### src/rtl/tank_pkg.sv
// tank_pkg: direction codes and launcher state type shared across the tank logic.
package tank_pkg;
    localparam logic [1:0] DIR_UP    = 2'b00;
    localparam logic [1:0] DIR_DOWN  = 2'b01;
    localparam logic [1:0] DIR_LEFT  = 2'b10;
    localparam logic [1:0] DIR_RIGHT = 2'b11;

    typedef enum logic [1:0] {
        LN_IDLE,
        LN_LAUNCH,
        LN_FLYING,
        LN_COOLDOWN
    } launcher_state_e;
endpackage

### src/rtl/sync_edge.sv
// sync_edge: 2-FF synchroniser with a one-cycle pulse on the synchronised rising edge.
module sync_edge (
    input  logic clk,
    input  logic rst_n,
    input  logic i_d,
    output logic o_rise
);
    logic r_s1, r_s2, r_prev;

    always_ff @(posedge clk or negedge rst_n) begin
        if (!rst_n) begin
            r_s1   <= 1'b0;
            r_s2   <= 1'b0;
            r_prev <= 1'b0;
        end else begin
            r_s1   <= i_d;
            r_s2   <= r_s1;
            r_prev <= r_s2;
        end
    end

    assign o_rise = r_s2 & ~r_prev;
endmodule

### src/rtl/shell_launcher.sv
// shell_launcher: tank-side initiator of the shell launch handshake with
// ammo, reload, ack-timeout and cooldown rules.
module shell_launcher
    import tank_pkg::*;
#(
    parameter int MAX_AMMO       = 3,
    parameter int RELOAD_TICKS   = 16,
    parameter int COOLDOWN_TICKS = 4,
    parameter int ACK_TIMEOUT    = 4
) (
    input  logic       clk,
    input  logic       rst_n,
    input  logic       enable,
    input  logic       clk_8Hz,
    input  logic       fire_btn,
    input  logic [1:0] tank_dir,
    input  logic       shell_state_feedback,
    input  logic       shell_hit,
    output logic       shell_state,
    output logic [1:0] shell_dir,
    output logic [2:0] ammo_count,
    output logic       fire_ack,
    output logic       busy
);
    localparam int RW = $clog2(RELOAD_TICKS) + 1;
    localparam int TW = $clog2(ACK_TIMEOUT) + 1;
    localparam int CW = $clog2(COOLDOWN_TICKS) + 1;

    logic w_tick, w_press, w_not_full, w_rl_done, w_fire;

    launcher_state_e r_state;
    logic [RW-1:0]   r_rl_cnt;
    logic [TW-1:0]   r_to_cnt;
    logic [CW-1:0]   r_cd_cnt;
    logic            r_shell_state, r_fire_ack;
    logic [1:0]      r_shell_dir;
    logic [2:0]      r_ammo;

    sync_edge u_tick (.clk(clk), .rst_n(rst_n), .i_d(clk_8Hz),  .o_rise(w_tick));
    sync_edge u_fire (.clk(clk), .rst_n(rst_n), .i_d(fire_btn), .o_rise(w_press));

    assign w_not_full = r_ammo < 3'(MAX_AMMO);
    assign w_rl_done  = enable && w_tick && w_not_full && (r_rl_cnt == RW'(RELOAD_TICKS - 1));
    // acceptance looks at the pre-update ammo, so a coincident reload cannot rescue an empty magazine
    assign w_fire     = enable && (r_state == LN_IDLE) && w_press && (r_ammo != 3'd0);

    always_ff @(posedge clk or negedge rst_n) begin
        if (!rst_n) begin
            r_state       <= LN_IDLE;
            r_rl_cnt      <= '0;
            r_to_cnt      <= '0;
            r_cd_cnt      <= '0;
            r_shell_state <= 1'b0;
            r_shell_dir   <= DIR_UP;
            r_ammo        <= 3'(MAX_AMMO);
            r_fire_ack    <= 1'b0;
        end else begin
            r_fire_ack <= w_fire;
            if (!w_not_full)
                r_rl_cnt <= '0;
            else if (enable && w_tick)
                r_rl_cnt <= w_rl_done ? '0 : r_rl_cnt + RW'(1);
            if (w_fire && !w_rl_done)
                r_ammo <= r_ammo - 3'd1;
            else if (!w_fire && w_rl_done)
                r_ammo <= r_ammo + 3'd1;
            if (!enable) begin
                r_state       <= LN_IDLE;
                r_shell_state <= 1'b0;
                r_to_cnt      <= '0;
                r_cd_cnt      <= '0;
            end else begin
                case (r_state)
                    LN_IDLE: if (w_fire) begin
                        r_shell_dir   <= tank_dir;
                        r_shell_state <= 1'b1;
                        r_to_cnt      <= '0;
                        r_state       <= LN_LAUNCH;
                    end
                    LN_LAUNCH: if (shell_state_feedback) begin
                        r_to_cnt <= '0;
                        r_state  <= LN_FLYING;
                    end else if (w_tick) begin
                        // no feedback in time: shell was never spawned, the round stays spent
                        if (r_to_cnt == TW'(ACK_TIMEOUT - 1)) begin
                            r_shell_state <= 1'b0;
                            r_to_cnt      <= '0;
                            r_cd_cnt      <= '0;
                            r_state       <= LN_COOLDOWN;
                        end else begin
                            r_to_cnt <= r_to_cnt + TW'(1);
                        end
                    end
                    LN_FLYING: if (!shell_state_feedback || shell_hit) begin
                        r_shell_state <= 1'b0;
                        r_to_cnt      <= '0;
                        r_cd_cnt      <= '0;
                        r_state       <= LN_COOLDOWN;
                    end
                    LN_COOLDOWN: if (w_tick) begin
                        if (r_cd_cnt == CW'(COOLDOWN_TICKS - 1)) begin
                            r_cd_cnt <= '0;
                            r_state  <= LN_IDLE;
                        end else begin
                            r_cd_cnt <= r_cd_cnt + CW'(1);
                        end
                    end
                    default: r_state <= LN_IDLE;
                endcase
            end
        end
    end

    assign shell_state = r_shell_state;
    assign shell_dir   = r_shell_dir;
    assign ammo_count  = r_ammo;
    assign fire_ack    = r_fire_ack;
    assign busy        = (r_state != LN_IDLE);
endmodule

### config.mk
export PLATFORM = sky130hd
export DESIGN_NAME = shell_launcher
export DESIGN_NICKNAME = d
export VERILOG_FILES = /design/src/rtl/tank_pkg.sv /design/src/rtl/sync_edge.sv /design/src/rtl/shell_launcher.sv
export SDC_FILE = /design/constraint.sdc
export NUM_CORES = 1
export LEC_CHECK = 0
export ABC_AREA = 1
export BUFFER_PORTS_ARGS = -buffer_cell sky130_fd_sc_hd__buf_2
export CAP_MARGIN = 25
export CORE_MARGIN = 5
export CORE_UTILIZATION = 58
export CTS_CLUSTER_DIAMETER = 200
export DETAILED_ROUTE_END_ITERATION = 10
export PLACE_DENSITY_LB_ADDON = 0.12
export RECOVER_POWER = 50
export SYNTH_ARGS = -nofsm -noshare
export SYNTH_HDL_FRONTEND = slang
export SYNTH_SLANG_ARGS = --single-unit
### constraint.sdc
create_clock -name clk -period 6.3 [get_ports clk]
set_input_delay 0.315 -clock clk [delete_from_list [all_inputs] [get_ports clk]]
set_output_delay 0.315 -clock clk [all_outputs]
set_load 0.01 [all_outputs]
---- Word-level counts from Yosys, hierarchy flattened ----
Cells that the tools add are included.
cells by class
  $add $sub $neg .......................... 5
  magnitude comparators ................... 1
  eq/ne operators ......................... 18
  muxes and demuxes ....................... 35
  bitwise logic cells ..................... 4
  reductions and logical operators ........ 21
operators with widths
  kind                   count
  $mux W3                14
  $ne A3 B3 Y1 const B   7
  $pmux W3 S3            2
  $reduce_and A6 Y1      3
  $mux W2                8
  $mux W5                3
  $add A3 B1 Y3 const B  3
  $logic_and A1 B1 Y1    8
  $ne A4 B1 Y1 const B   2
  $ne A4 B4 Y1 const B   2
  $pmux W2 S4            1
  $eq A3 B2 Y1 const B   2
  $mux W1                6
  $add A5 B1 Y5 const B  1
  $eq A5 B4 Y1 const B   1
  $eq A2 B2 Y1 const B   2
  $reduce_and A4 Y1      1
  $reduce_bool A2 Y1     2
  $logic_not A1 Y1       3
  $lt A3 B2 Y1 const B   1
  $pmux W1 S3            1
  $reduce_and A3 Y1      1
  $reduce_bool A3 Y1     1
  $sub A3 B1 Y3 const B  1
  other kinds (6)        8
storage, ports and cells
  register bits ........................... 26
  input port bits ......................... 9
  output and inout bits ................... 8

---- Longest topological paths before layout ----
  word-level depth ........................ 8
  depth in mapped cells ................... 12

---- By module ----
From an unflattened synthesis, not the netlist that was laid out.
unflattened totals
  cells, all modules ...................... 180
  area, all modules ....................... 1488.9 µm²
modules (own cells, without submodules)
  module          times used  cells an instance  area each (µm²)  seq. area each (µm²)
  shell_launcher  1           170                1318.8           503.0
  sync_edge       2           5                  85.1             75.1

---- Worst setup path after synthesis ----
No wires, ideal clock.
  kind .................................... flip-flop to flip-flop
  from .................................... register r_state[0]
  to ...................................... register r_ammo[2] (netlist: ammo_count[2])
  library setup time ...................... 0.127 ns
  arrival time ............................ 1.966 ns
  data required time ...................... 6.173 ns
  path slack .............................. 4.206 ns
  cell stages (with the launch flop) ...... 13
  path buffers ............................ 0
  cell sequence ........................... dfrtp_1 > inv_1 > ha_1 > nand2_2 > clkinv_2 > nand3_4 > inv_1 > ha_1 > inv_1 > fa_1 > a21oi_1 > o21ai_0 > xnor2_1
between the ends
  word-level cells in the longest chain between the ends .. 7
RTL lines
  item                                   RTL line              text
  from (decl)                            shell_launcher.sv:31  launcher_state_e r_state;
  from (signal assigned)                 shell_launcher.sv:49  r_state <= LN_IDLE;
  from (signal assigned)                 shell_launcher.sv:68  r_state <= LN_IDLE;
  from (signal assigned)                 shell_launcher.sv:78  r_state <= LN_LAUNCH;
  $logic_not A2 Y1 (*)                   shell_launcher.sv:45  assign w_fire = enable && (r_state == LN_IDLE) && w_press && (r_ammo != 3'd0);
  $logic_and A1 B1 Y1 (*) (3 in series)  shell_launcher.sv:45
  named net w_fire                       shell_launcher.sv:29  logic w_tick, w_press, w_not_full, w_rl_done, w_fire;
  $logic_not A1 Y1                       shell_launcher.sv:65  else if (!w_fire && w_rl_done)
  $logic_and A1 B1 Y1                    shell_launcher.sv:65
  $reduce_bool A2 Y1 (no source line)    -
  to (signal assigned)                   shell_launcher.sv:55  r_ammo <= 3'(MAX_AMMO);
  to (signal assigned)                   shell_launcher.sv:64  r_ammo <= r_ammo - 3'd1;
  to (signal assigned)                   shell_launcher.sv:66  r_ammo <= r_ammo + 3'd1;
  to (decl)                              shell_launcher.sv:37  logic [2:0] r_ammo;
Mark *: on every way through the listed nets, which the timed path passes. The rest lies on a longest branch.
A chain may end at the register's enable or synchronous reset.

---- Worst setup path in the final report ----
Same ends and word-level chain as after synthesis.

==> out/metrics.yaml <==
status: "finished clean"
post_drt_wl_per_cell_um: 12.2
antenna_left: 0
rows: 18
leakage_nw: 0.869
period_needed_ns: 2.32
cts.path.max_buffers: 2
grt_max_degree: 27
maxSlewHeadroom: 0.0964
insertion_delay_ns: 0.31
worst_pin_slew_ns: 1.36
post_cts_buffers: 0
syn_to_final_growth_pct: 9.46
final_cells: 222
die_w_um: 60.8
antenna_found_initial: 0
rsz0062_at_grt: "false"
vias_per_cell: 5.29
netlist_instances: 172
grt_use_total: 0.177
synth_most_common_cell: "nand2_1"
start_util: 0.603
die_h_um: 60.8
multi_input_area_sq_um: 728
core_area_sq_um: 2480
period_share: 0.368
yosys-top-cells-area: "dfrtp_1 40%, nand2_1 9.3%, ha_1 6.7%"
htree_levels: 1
fin_ws_ns: 3.98
dp_hpwl_um: 2160
dp_cells: 217
drc: 0
ys_ff_latch: 26
endpoint_kind: "flip-flop"
p_total_mw: 0.484
clock_skew_ns: 0.00493
wirelength_um: 2710
syn_nets: 190
synth_top_area_frac: 0.402
cts-resized-gates: 0
ys_async_sr_fraction: 1.00
cp_max_fo: 5
layout.area.seq_sq_um: 653
io_buffer_count: 16
synth_edf_count: 0
maxSlewViolCount: 0
grt_pass1_wl_um: 4920
fillers: 230
tns_ns: 0
power_density_nw_per_um2: 296
layout-drive-gt1-share: 0.292
drv_cap: 0
setup_viol: 0
clock-sinks: 26
pre_cts_ws_ns: 4.00
cts_made_buffers: 3
diodes: 0
syn_area_per_cell_sq_um: 8.69
ios: 17
hold_viol: 0
ys_seq_area_frac: 0.437
nets: 211
critPathArrivalTime_ns: 2.53
worstSetupPathType: "flip-flop to flip-flop"
tritoncts: "yes"
max_freq_mhz: 431
clk_pin_slew_ns: 0.13
grt_overflow: 0
drt_iter0_drc: 53
synth_commonest_cells: "37 x nand2_1, 24 x dfrtp_1, 19 x inv_1"
die_area_sq_um: 3690
critical_path_required_ns: 6.51
firstDrtPassIters: 5
synth-main-ff-cell: "dfrtp_1"
vdd_ir_drop_max_mv: 0.203
via_count: 1174
grt_pass1_vias: 1196
syn_area_sq_um: 1490
gp_congestion: 0.877
netlist-cell-type-count: 30
synth_top_area_cell: "dfrtp_1"
cts_root_buf: "clkbuf_4"
hp-class: "input pin to flip-flop"
ys.warnings.count: 0
crit_path_start_kind: "flip-flop"
-- registers in the layout, summed over array words and instances (netlist names) --
name,count
u_tick.r_s2,1
r_cd_cnt,3
fire_ack,1
r_state,2
u_fire.r_prev,1
ammo_count,3
r_to_cnt,3
u_tick.r_prev,1
u_tick.r_s1,1
u_fire.r_s2,1
shell_state,1
r_rl_cnt,5
shell_dir,2
u_fire.r_s1,1
-- timing repair --
| action | 4_1_cts | 5_1_grt |
|---|---|---|
| setup endpoints to repair | 0 | 0 |
| hold buffers | 1 | 0 |
| hold endpoints to repair | 24 | 0 |
-- logic make-up after synthesis --
family / share of synthesized area
DFF: 0.437
and+or+nand+nor: 0.317
buffers and inverters: 0.0754
AOI/OAI and AO/OA: 0.0670
xor gates and xnor gates: 0.0235
adders and majority gates: 0.0804
-- stage by stage --
stage | hold slack, ns | instance area [sq um] | utilization
finish | 0.0976 | 1640 | 0.660
detailed placement | 0.345 | 1600 | 0.646
floorplan | 0.0194 | 1490 | -
global route | 0.0744 | 1640 | 0.660
CTS | 0.0836 | 1640 | 0.661
global placement | 0.329 | 1600 | 0.646
-- worst max-delay path: stages (launching register included) --
cell and delay [ns]:
dfrtp_1 0.45, inv_1 0.13, ha_1 0.26, nand2_2 0.10, clkinv_2 0.08, nand3_4 0.08, inv_1 0.12, ha_1 0.16
inv_1 0.07, fa_1 0.38, a21oi_1 0.14, o21ai_0 0.11, xnor2_1 0.14
-- layout by cell type (no fill, tap or decap), types with 3 or more instances in the layout --
master | netlist | layout
nor2_4 | 3 | 3
a21oi_1 | 3 | 3
buf_2 | 0 | 15
nand2_2 | 11 | 11
nand3_1 | 12 | 12
xnor2_1 | 3 | 3
inv_2 | 5 | 5
nor2_1 | 13 | 13
nand2_1 | 37 | 37
inv_1 | 19 | 19
o21ai_1 | 3 | 3
clkbuf_4 | 0 | 3
nor2_2 | 5 | 5
o21ai_2 | 3 | 3
ha_1 | 8 | 8
dfrtp_1 | 24 | 24
nand4_1 | 3 | 3
-- cell type report --
| type | count | share of cell area |
|---|---|---|
| Clock buffer | 4 | 0.0161 |
| Timing Repair Buffer | 17 | 0.0543 |
| Tap cell | 30 | 0.0230 |
| Sequential cell | 26 | 0.399 |
| Multi-Input combinational cell | 119 | 0.445 |
| Inverter | 26 | 0.0620 |
-- routing by layer --
layer / GRT usage / share of wire / wire (um)
met1: 0.211 / 0.44 / 1180
met2: 0.304 / 0.49 / 1340
met3: 0.0255 / 0.040 / 109
met4: 0.0991 / 0.028 / 76
met5: 0 / 0 / 0
-- worst paths after layout --
path / start / to / slack, ns / depth (start not counted)
max: r_state[0] / ammo_count[2] / 3.98 / 12
min: clk_8Hz / u_tick.r_s1 / 0.1 / 1
max reg2reg: r_state[0] / ammo_count[2] / 3.98 / 12
min reg2reg: u_tick.r_s1 / u_tick.r_s2 / 0.37 / 0
max in group asynchronous: rst_n / shell_dir[0] / 4.69 / 2
min in group asynchronous: rst_n / r_rl_cnt[0] / 0.82 / 2
-- where the power goes --
part / switching, mW / total, mW / internal, mW / leakage, nW
combinational: 0.123 / 0.200 / 0.0763 / 0.525
clock: 0.0460 / 0.0708 / 0.0247 / 0.0150
sequential: 0.0235 / 0.214 / 0.190 / 0.329
Power figures use the tool's default switching activity.
